## src/rtl/mips_mem_pkg.sv

```systemverilog
// Shared types for the data-memory arbiter: FSM state encoding, grant-source
// encoding and the width of the DMA starvation counter.
package mips_mem_pkg;

    // Arbiter FSM states. The two wait states mark the cycle in which a
    // synchronous memory read issued in the previous cycle returns its data.
    typedef enum logic [1:0] {
        IDLE        = 2'd0,
        CPU_RD_WAIT = 2'd1,
        DMA_RD_WAIT = 2'd2
    } state_t;

    // Which requester owns the memory port in the current cycle.
    typedef enum logic [1:0] {
        GNT_NONE = 2'd0,
        GNT_CPU  = 2'd1,
        GNT_DMA  = 2'd2
    } gnt_src_t;

    // Width of the starvation counter; limits up to 15 are representable.
    localparam int STARVE_CNT_W = 4;

endpackage : mips_mem_pkg

```

## src/rtl/arb_starve_counter.sv

```systemverilog
// Saturating count of consecutive cycles the DMA requester has been refused,
// plus the compare that forces the next free port to the DMA requester.
module arb_starve_counter
    import mips_mem_pkg::*;
#(
    parameter int STARVE_LIMIT = 4
) (
    input  logic                    Clk,
    input  logic                    Reset,
    input  logic                    dma_req,
    input  logic                    dma_gnt,
    output logic [STARVE_CNT_W-1:0] starve_cnt,
    output logic                    force_dma
);

    localparam logic [STARVE_CNT_W-1:0] LIMIT = STARVE_CNT_W'(STARVE_LIMIT);

    // DMA takes priority once it has been refused LIMIT cycles in a row.
    assign force_dma = (starve_cnt == LIMIT);

    // Count refused DMA cycles; clear on a grant or when DMA stops asking.
    // NOTE: state registers use non-blocking assignments so every flop samples
    // pre-edge values; blocking here would create order-dependent simulation.
    always_ff @(posedge Clk or posedge Reset) begin
        if (Reset) begin
            starve_cnt <= '0;
        end else if (!dma_req || dma_gnt) begin
            starve_cnt <= '0;
        end else if (starve_cnt != LIMIT) begin
            starve_cnt <= starve_cnt + 1'b1;
        end
    end

endmodule : arb_starve_counter

```

## src/rtl/data_mem_arbiter.sv

```systemverilog
// Arbitrates the single-port data memory between the pipeline MEM stage and a
// DMA/loader. The CPU has fixed priority, except that a DMA requester refused
// for STARVE_LIMIT consecutive cycles wins the next free port. Memory strobes
// and read-data returns are combinational from state and the live requests.
module data_mem_arbiter
    import mips_mem_pkg::*;
#(
    parameter int STARVE_LIMIT = 4,
    parameter int ADDR_W       = 32
) (
    input  logic              Clk,
    input  logic              Reset,

    // Pipeline MEM stage
    input  logic              CPU_Read,
    input  logic              CPU_Write,
    input  logic [ADDR_W-1:0] CPU_Addr,
    input  logic [31:0]       CPU_Write_Data,
    output logic [31:0]       CPU_Read_Data,
    output logic              CPU_Stall,

    // DMA / loader
    input  logic              DMA_Req,
    input  logic              DMA_We,
    input  logic [ADDR_W-1:0] DMA_Addr,
    input  logic [31:0]       DMA_Write_Data,
    output logic              DMA_Gnt,
    output logic              DMA_Rvalid,
    output logic [31:0]       DMA_Read_Data,

    // Data memory
    output logic [ADDR_W-1:0] Mem_Addr,
    output logic [31:0]       Mem_Write_Data,
    output logic              Mem_Read,
    output logic              Mem_Write,
    input  logic [31:0]       Mem_Read_Data
);

    state_t                  state;
    state_t                  next_state;
    gnt_src_t                gnt;
    logic                    cpu_req;
    logic                    cpu_eligible;
    logic                    force_dma;
    logic [STARVE_CNT_W-1:0] starve_cnt;

    assign cpu_req = CPU_Read | CPU_Write;

    // In CPU_RD_WAIT the CPU strobe is still held for the read now completing,
    // so it must not be re-issued; the port is free for DMA only.
    assign cpu_eligible = cpu_req && (state != CPU_RD_WAIT);

    arb_starve_counter #(
        .STARVE_LIMIT (STARVE_LIMIT)
    ) u_starve (
        .Clk        (Clk),
        .Reset      (Reset),
        .dma_req    (DMA_Req),
        .dma_gnt    (DMA_Gnt),
        .starve_cnt (starve_cnt),
        .force_dma  (force_dma)
    );

    // Pick the port owner: starved DMA, then CPU, then any DMA request.
    always_comb begin
        gnt = GNT_NONE;
        if (!Reset) begin
            if (DMA_Req && force_dma) begin
                gnt = GNT_DMA;
            end else if (cpu_eligible) begin
                gnt = GNT_CPU;
            end else if (DMA_Req) begin
                gnt = GNT_DMA;
            end
        end
    end

    // FSM state register.
    always_ff @(posedge Clk or posedge Reset) begin
        if (Reset) begin
            state <= IDLE;
        end else begin
            state <= next_state;
        end
    end

    // Drive the memory port from the winner and choose the next state.
    // NOTE: every output of this block is given a default first, so no path
    // through the case leaves a signal unassigned and no latch is inferred.
    always_comb begin
        next_state     = IDLE;
        Mem_Addr       = '0;
        Mem_Write_Data = '0;
        Mem_Read       = 1'b0;
        Mem_Write      = 1'b0;
        DMA_Gnt        = 1'b0;

        unique case (gnt)
            GNT_CPU: begin
                Mem_Addr       = CPU_Addr;
                Mem_Write_Data = CPU_Write_Data;
                Mem_Read       = CPU_Read;
                Mem_Write      = CPU_Write;
                if (CPU_Read) begin
                    next_state = CPU_RD_WAIT;
                end
            end
            GNT_DMA: begin
                Mem_Addr       = DMA_Addr;
                Mem_Write_Data = DMA_Write_Data;
                Mem_Read       = !DMA_We;
                Mem_Write      = DMA_We;
                DMA_Gnt        = 1'b1;
                if (!DMA_We) begin
                    next_state = DMA_RD_WAIT;
                end
            end
            default: begin
                next_state = IDLE;
            end
        endcase
    end

    // Pipeline stall: released while a CPU read completes or a store is
    // accepted; held for an issued read or a request that lost arbitration.
    always_comb begin
        CPU_Stall = 1'b0;
        if (!Reset && state != CPU_RD_WAIT && cpu_req) begin
            if (gnt == GNT_CPU) begin
                CPU_Stall = CPU_Read;
            end else begin
                CPU_Stall = 1'b1;
            end
        end
    end

    // Route returning read data to whichever requester owns the wait state.
    // Reset forces state to IDLE at once, which also drops any pending return.
    always_comb begin
        CPU_Read_Data = '0;
        DMA_Read_Data = '0;
        DMA_Rvalid    = 1'b0;
        if (state == CPU_RD_WAIT) begin
            CPU_Read_Data = Mem_Read_Data;
        end
        if (state == DMA_RD_WAIT) begin
            DMA_Rvalid    = 1'b1;
            DMA_Read_Data = Mem_Read_Data;
        end
    end

endmodule : data_mem_arbiter

```

## config.mk

```make
export PLATFORM = sky130hd
export DESIGN_NAME = data_mem_arbiter
export DESIGN_NICKNAME = d
export VERILOG_FILES = /design/src/rtl/mips_mem_pkg.sv /design/src/rtl/arb_starve_counter.sv /design/src/rtl/data_mem_arbiter.sv
export SDC_FILE = /design/constraint.sdc
export NUM_CORES = 1
export LEC_CHECK = 0
export ABC_AREA = 1
export CAP_MARGIN = 10
export CORE_AREA = 5 5 114 116
export CTS_CLUSTER_SIZE = 24
export DETAILED_ROUTE_END_ITERATION = 6
export DIE_AREA = 0 0 119 121
export GPL_ROUTABILITY_DRIVEN = 0
export PLACE_DENSITY = 0.64
export SYNTH_ARGS = -nofsm -noshare
export SYNTH_HDL_FRONTEND = slang
export SYNTH_SLANG_ARGS = --single-unit
```

## constraint.sdc

```tcl
create_clock -name Clk -period 2.7 [get_ports Clk]
set_input_delay 0.54 -clock Clk [delete_from_list [all_inputs] [get_ports Clk]]
set_output_delay 0.54 -clock Clk [all_outputs]
set_load 0.02 [all_outputs]
```

# Word level (Yosys, flattened, before mapping)
# Cells that the tools add are included.
dict set report totals {
  ff_bits 6
  inputBits 166
  output_inout_bits 133
  wordCells 39
}
dict set report op_classes {
  addsub 1
  n_eq_ne 7
  muxes 19
  bitwise 1
  n_reduce_logical 9
}
# operator n
set ops {}
lappend ops {{case mux 32 bit (2 select lines)} 2}
lappend ops {{two-way mux 32 bit} 2}
lappend ops {{two-way mux 2 bit} 5}
lappend ops {{two-way mux 4 bit} 2}
lappend ops {{two-way mux 1 bit} 5}
lappend ops {{adder 4 x 1 -> 4 bit, second input constant} 1}
lappend ops {{equality test 2 x 1 -> 1 bit, second input constant} 2}
lappend ops {{equality test 2 bit, second input constant} 2}
lappend ops {{equality test 4 x 3 -> 1 bit, second input constant} 1}
lappend ops {{logical AND 1 bit} 4}
lappend ops {{inequality test 4 x 3 -> 1 bit, second input constant} 1}
lappend ops {{case mux 1 bit (2 select lines)} 2}
lappend ops {{case mux 2 bit (2 select lines)} 1}
lappend ops {{logical NOT 1 bit} 3}
lappend ops {{inequality test 2 x 1 -> 1 bit, second input constant} 1}
lappend ops {{nonzero test 2 bit} 1}
lappend ops {{logical OR 1 bit} 1}
lappend ops {{OR 1 bit} 1}

# Longest topological paths before layout
dict set report logic_depth {
  depth_word 9
  depth_mapped 11
  depth_no_buf 10
}

# Hierarchy
# From an unflattened synthesis, not the netlist that was laid out.
dict set report hier_totals {
  hier_cells 383
  area_unflattened_um2 1766.7
}
# mod n_inst cells_per_inst area_each_um2 seq_area_each_um2
set by_module_without_submodules {}
lappend by_module_without_submodules {data_mem_arbiter 1 351 1512.7 50.0}
lappend by_module_without_submodules {arb_starve_counter 1 32 254.0 100.1}

# Worst setup path before layout
# No wires, ideal clock.
dict set report synth_timing {
  path_kind {reg-to-output}
  from {register u_starve.starve_cnt[0]}
  to {output port Mem_Addr[0]}
  arrival_ns 2.104
  t_required_ns 2.160
  path_slack_ns 0.056
  stages_incl_launch_ff 12
  n_path_buf 2
  path_cell_list {dfrtp_1 > inv_1 > ha_1 > nand2_1 > nor2_1 > nor2_1 > nor2_1 > ha_1 > buf_2 > buf_2 > nand2_1 > a21oi_1}
}
dict set report synth_via {
  elab_chain_cells 6
  elab_cells_between_ends 7
  cone_classes {3 x eq/ne; 3 x mux; 1 x reduce/logical}
}
# item line_no
set synth_rtl {}
lappend synth_rtl {{from (decl)} arb_starve_counter.sv:12} ;# output logic [STARVE_CNT_W-1:0] starve_cnt,
lappend synth_rtl {{from (signal assigned)} arb_starve_counter.sv:30} ;# starve_cnt <= starve_cnt + 1'b1;
lappend synth_rtl {{equality test 4 x 3 -> 1 bit (*)} arb_starve_counter.sv:19} ;# assign force_dma = (starve_cnt == LIMIT);
lappend synth_rtl {{logical AND 1 bit (*)} data_mem_arbiter.sv:68} ;# if (DMA_Req && force_dma) begin
lappend synth_rtl {{two-way mux 2 bit (*)} data_mem_arbiter.sv:68}
lappend synth_rtl {{two-way mux 2 bit (*)} data_mem_arbiter.sv:67} ;# if (!Reset) begin
lappend synth_rtl {{equality test 2 bit or equality test 2 x 1 -> 1 bit (tied branches)} data_mem_arbiter.sv:98} ;# unique case (gnt)
lappend synth_rtl {{case mux 32 bit (2 select lines) (*)} data_mem_arbiter.sv:98}
lappend synth_rtl {{to (decl)} data_mem_arbiter.sv:32} ;# output logic [ADDR_W-1:0] Mem_Addr,
# Every way passes the cells marked *; elsewhere a longest branch is shown, timed or not.

# Worst setup path after layout
dict set report layout_timing {
  from {register u_starve.starve_cnt[0]}
  to {output port Mem_Write_Data[21]}
}
dict set report layout_via {
  elab_chain_cells 6
  elab_cells_between_ends 7
  cone_classes {3 x eq/ne; 3 x mux; 1 x reduce/logical}
}
# item line_no
set layout_rtl {}
lappend layout_rtl {{equality test 4 x 3 -> 1 bit (*)} arb_starve_counter.sv:19}
lappend layout_rtl {{logical AND 1 bit (*)} data_mem_arbiter.sv:68}
lappend layout_rtl {{two-way mux 2 bit (*)} data_mem_arbiter.sv:68}
lappend layout_rtl {{two-way mux 2 bit (*)} data_mem_arbiter.sv:67}
lappend layout_rtl {{equality test 2 bit or equality test 2 x 1 -> 1 bit (tied branches)} data_mem_arbiter.sv:98}
lappend layout_rtl {{case mux 32 bit (2 select lines) (*)} data_mem_arbiter.sv:98}
lappend layout_rtl {{to (decl)} data_mem_arbiter.sv:33} ;# output logic [31:0] Mem_Write_Data,
# Marked as above.

==> flow_summary.yaml <==
status:
  outcome: "finished clean"
routing:
  drc: 0
  wl_met3_um: 1210
  drt-total-wl_um: 13700
  wire_per_inst_um: 16.2
  via_per_inst: 4.27
  vias: 3623
  drt_iter0_markers: 91
  firstDrtPassIters: 4
  drtAntennaViolNets: 0
  wl_met2_um: 7450
  routed.top_layer: "met4"
  drt-met1-wl_um: 4900
placement:
  dp_hpwl_um: 9610
  pre_cts_slack_ps: -650
  port_buffers: 298
  place_area_mm2: 0.00497
power_and_ir_drop:
  ir_worst_vdd_mv: 0.157
  leakage_nw: 2.49
  power_mw: 1.44
  cellPowerDensity_mw_per_mm2: 252
sta:
  hold_viol: 0
  hold_ws_ps: 468
  worstMarginPinSlew_ps: 368
  slew_headroom_pct: 75.4
  setup_violations: 0
  max_freq_mhz: 376
  grt_setup_unrepaired: "yes"
  clock_skew_ps: 0.377
  finalCriticalPeriod_ps: 2660
  slew_viol_final: 0
  fin_crit_sh_pct: 98.4
  fin_ws_ps: 43.6
  tns_ps: 0
cts:
  cts_max_level: 1
  clock_latency_ps: 230
  root_buffer: "clkbuf_16"
  cts_num_sinks: 6
  cts_buffer_depth: 2
  clkSlewWorstSetupHoldPaths_ps: 30
  cts_buffers: 3
  hold_buffers: 0
  cts_tree: "done"
critical_path:
  worst_path_largest_cell_delay_ps: 380
  critical_path_arrival_ps: 2120
  critical_path_class: "register to output port"
  cp_cell_sequence: "inv_2 -> ha_4 -> nand2_4 -> nor2_4 -> nor2_2 -> nor2_2 -> ha_4 -> buf_6 -> buf_12 -> buf_16 -> nand2_4 -> a21oi_2 -> buf_6"
  cp-end-kind: "output port"
  critPathSlowestCell: "dfrtp_1"
  path_buf_inv: 5
  required_ps: 2160
  critPathMaxFanout: 6
  worstSetupStartpointType: "register"
  critical_path.top_delay_family: "buffers and inverters"
layout:
  fin_area_mm2: 0.00571
  seq_area_um2: 150
  multi_input_area_mm2: 0.00162
  nFillCells: 1210
  layout.nets: 875
  antenna-diode-count: 0
  drive_gt1_share_pct: 26.9
  area_growth_pct: 219
floorplanning:
  core-area_mm2: 0.0118
  rows: 40
  fp.dieH_um: 121
  die_area_mm2: 0.0144
  io_pins: 299
  initial_core_util_pct: 15.2
  die_w_um: 119
synth:
  ys.flop_type: "dfrtp_1"
  ys_warn_count: 0
  synth-seq-area-share_pct: 8.39
  netlist_top_cells_count: "nand2_1, nor2_1, a21oi_1, inv_1, buf_2"
  ys_async_sr_fraction_pct: 100
  synth_area_leaders: "nand2_1, a21oi_1, nor2_1"
  ys_ff_latch: 6
  netlist.area_leader.share_pct: 30.2
  synth.net_count: 554
  synthesis.instances: 383
  syn_area_mm2: 0.00179
  synth_top_cell_by_area: "nand2_1"
  synth_edf_count: 0
  synth.distinct_cells: 18
  avgSynthCellArea_um2: 4.67
  synth.most_common_cell: "nand2_1"
hold_path:
  hp-class: "primary input to async pin"
grt:
  overflow: 0
  grt_pass1_wl_um: 19300
  antenna_found_initial: 0
  grt_max_degree: 34
  grt_use_total_pct: 16.5
  grt_pass1_vias: 3779
job:
  max-cap-violations: 0
## registers in the layout (all words and copies together), names as in the netlist
| signal | flops |
|---|---|
| u_starve.starve_cnt | 4 |
| state | 2 |
## path summary, 6_finish.rpt
kind / from / end / slack, ps / cells after the start
min: Reset / state[1] / 470 / 3
min in group Clk: CPU_Read / state[0] / 630 / 4
max reg2reg: u_starve.starve_cnt[0] / u_starve.starve_cnt[2] / 670 / 12
min reg2reg: u_starve.starve_cnt[1] / u_starve.starve_cnt[1] / 650 / 3
max: u_starve.starve_cnt[0] / Mem_Write_Data[21] / 40 / 13
max in group asynchronous: Reset / u_starve.starve_cnt[2] / 2110 / 3
## routing by layer
| metal | vias up | global-route usage, % |
|---|---|---|
| met5 | - | 0 |
| met4 | 0 | 3.40 |
| met3 | 11 | 5.13 |
| met2 | 197 | 33.2 |
| met1 | 1615 | 16.4 |
| li1 | 1800 | - |
## kinds of logic (layout without fill, tap and decap cells)
group	after synthesis	in the layout	share of synthesized area, %
AO/OA/AOI/OAI	68	68	19.4
AND/OR/NAND/NOR	229	229	49.1
flip-flops	6	6	8.39
buffers and inverters	75	394	19.6
adder cells (fa/ha/maj)	5	5	3.49
## repair_timing
action	4_1_cts	5_1_grt
buffers inserted	16	2
resized for setup	346	92
endpoints found under the setup margin	68	68
gates cloned	8	5
pin swaps	10	20
## report_power, final
| part | total, mW | internal, mW | switching (mW) |
|---|---|---|---|
| registers | 0.114 | 0.101 | 0.0121 |
| logic | 1.09 | 0.586 | 0.500 |
| clock network | 0.237 | 0.190 | 0.0475 |
## per-stage QoR
stage,cells,util [%]
floorplan,383,-
detailed placement,818,42.1
global route,849,48.3
CTS,844,45.1
finish,849,48.3
global placement,818,42.1
## worst min-delay path: stages
cell and delay, ps:
dlygate4sd2_1 250, inv_2 80, buf_4 160
## cells in the final DEF, fill, tap and decap left out, drive strengths merged
cell type / count
bufbuf: 1
o21ai: 1
a21oi: 64
a21boi: 1
dfrtp: 6
nor2: 75
or2: 1
o21bai: 1
ha: 5
buf: 107
dlygate4sd2: 4
clkbuf: 9
clkdlybuf4s50: 226
o22ai: 1
nand3: 8
inv: 47
nand2: 144
nand4: 1
## layout make-up
cell class | count | share of cell area (%)
clock buffers | 3 | 1.31
repair buffers | 344 | 61.3
inverters | 47 | 3.09
multi-input cells | 302 | 28.4
well taps | 147 | 3.22
flip-flops and latches | 6 | 2.63
(Power assumes the default switching activity.)
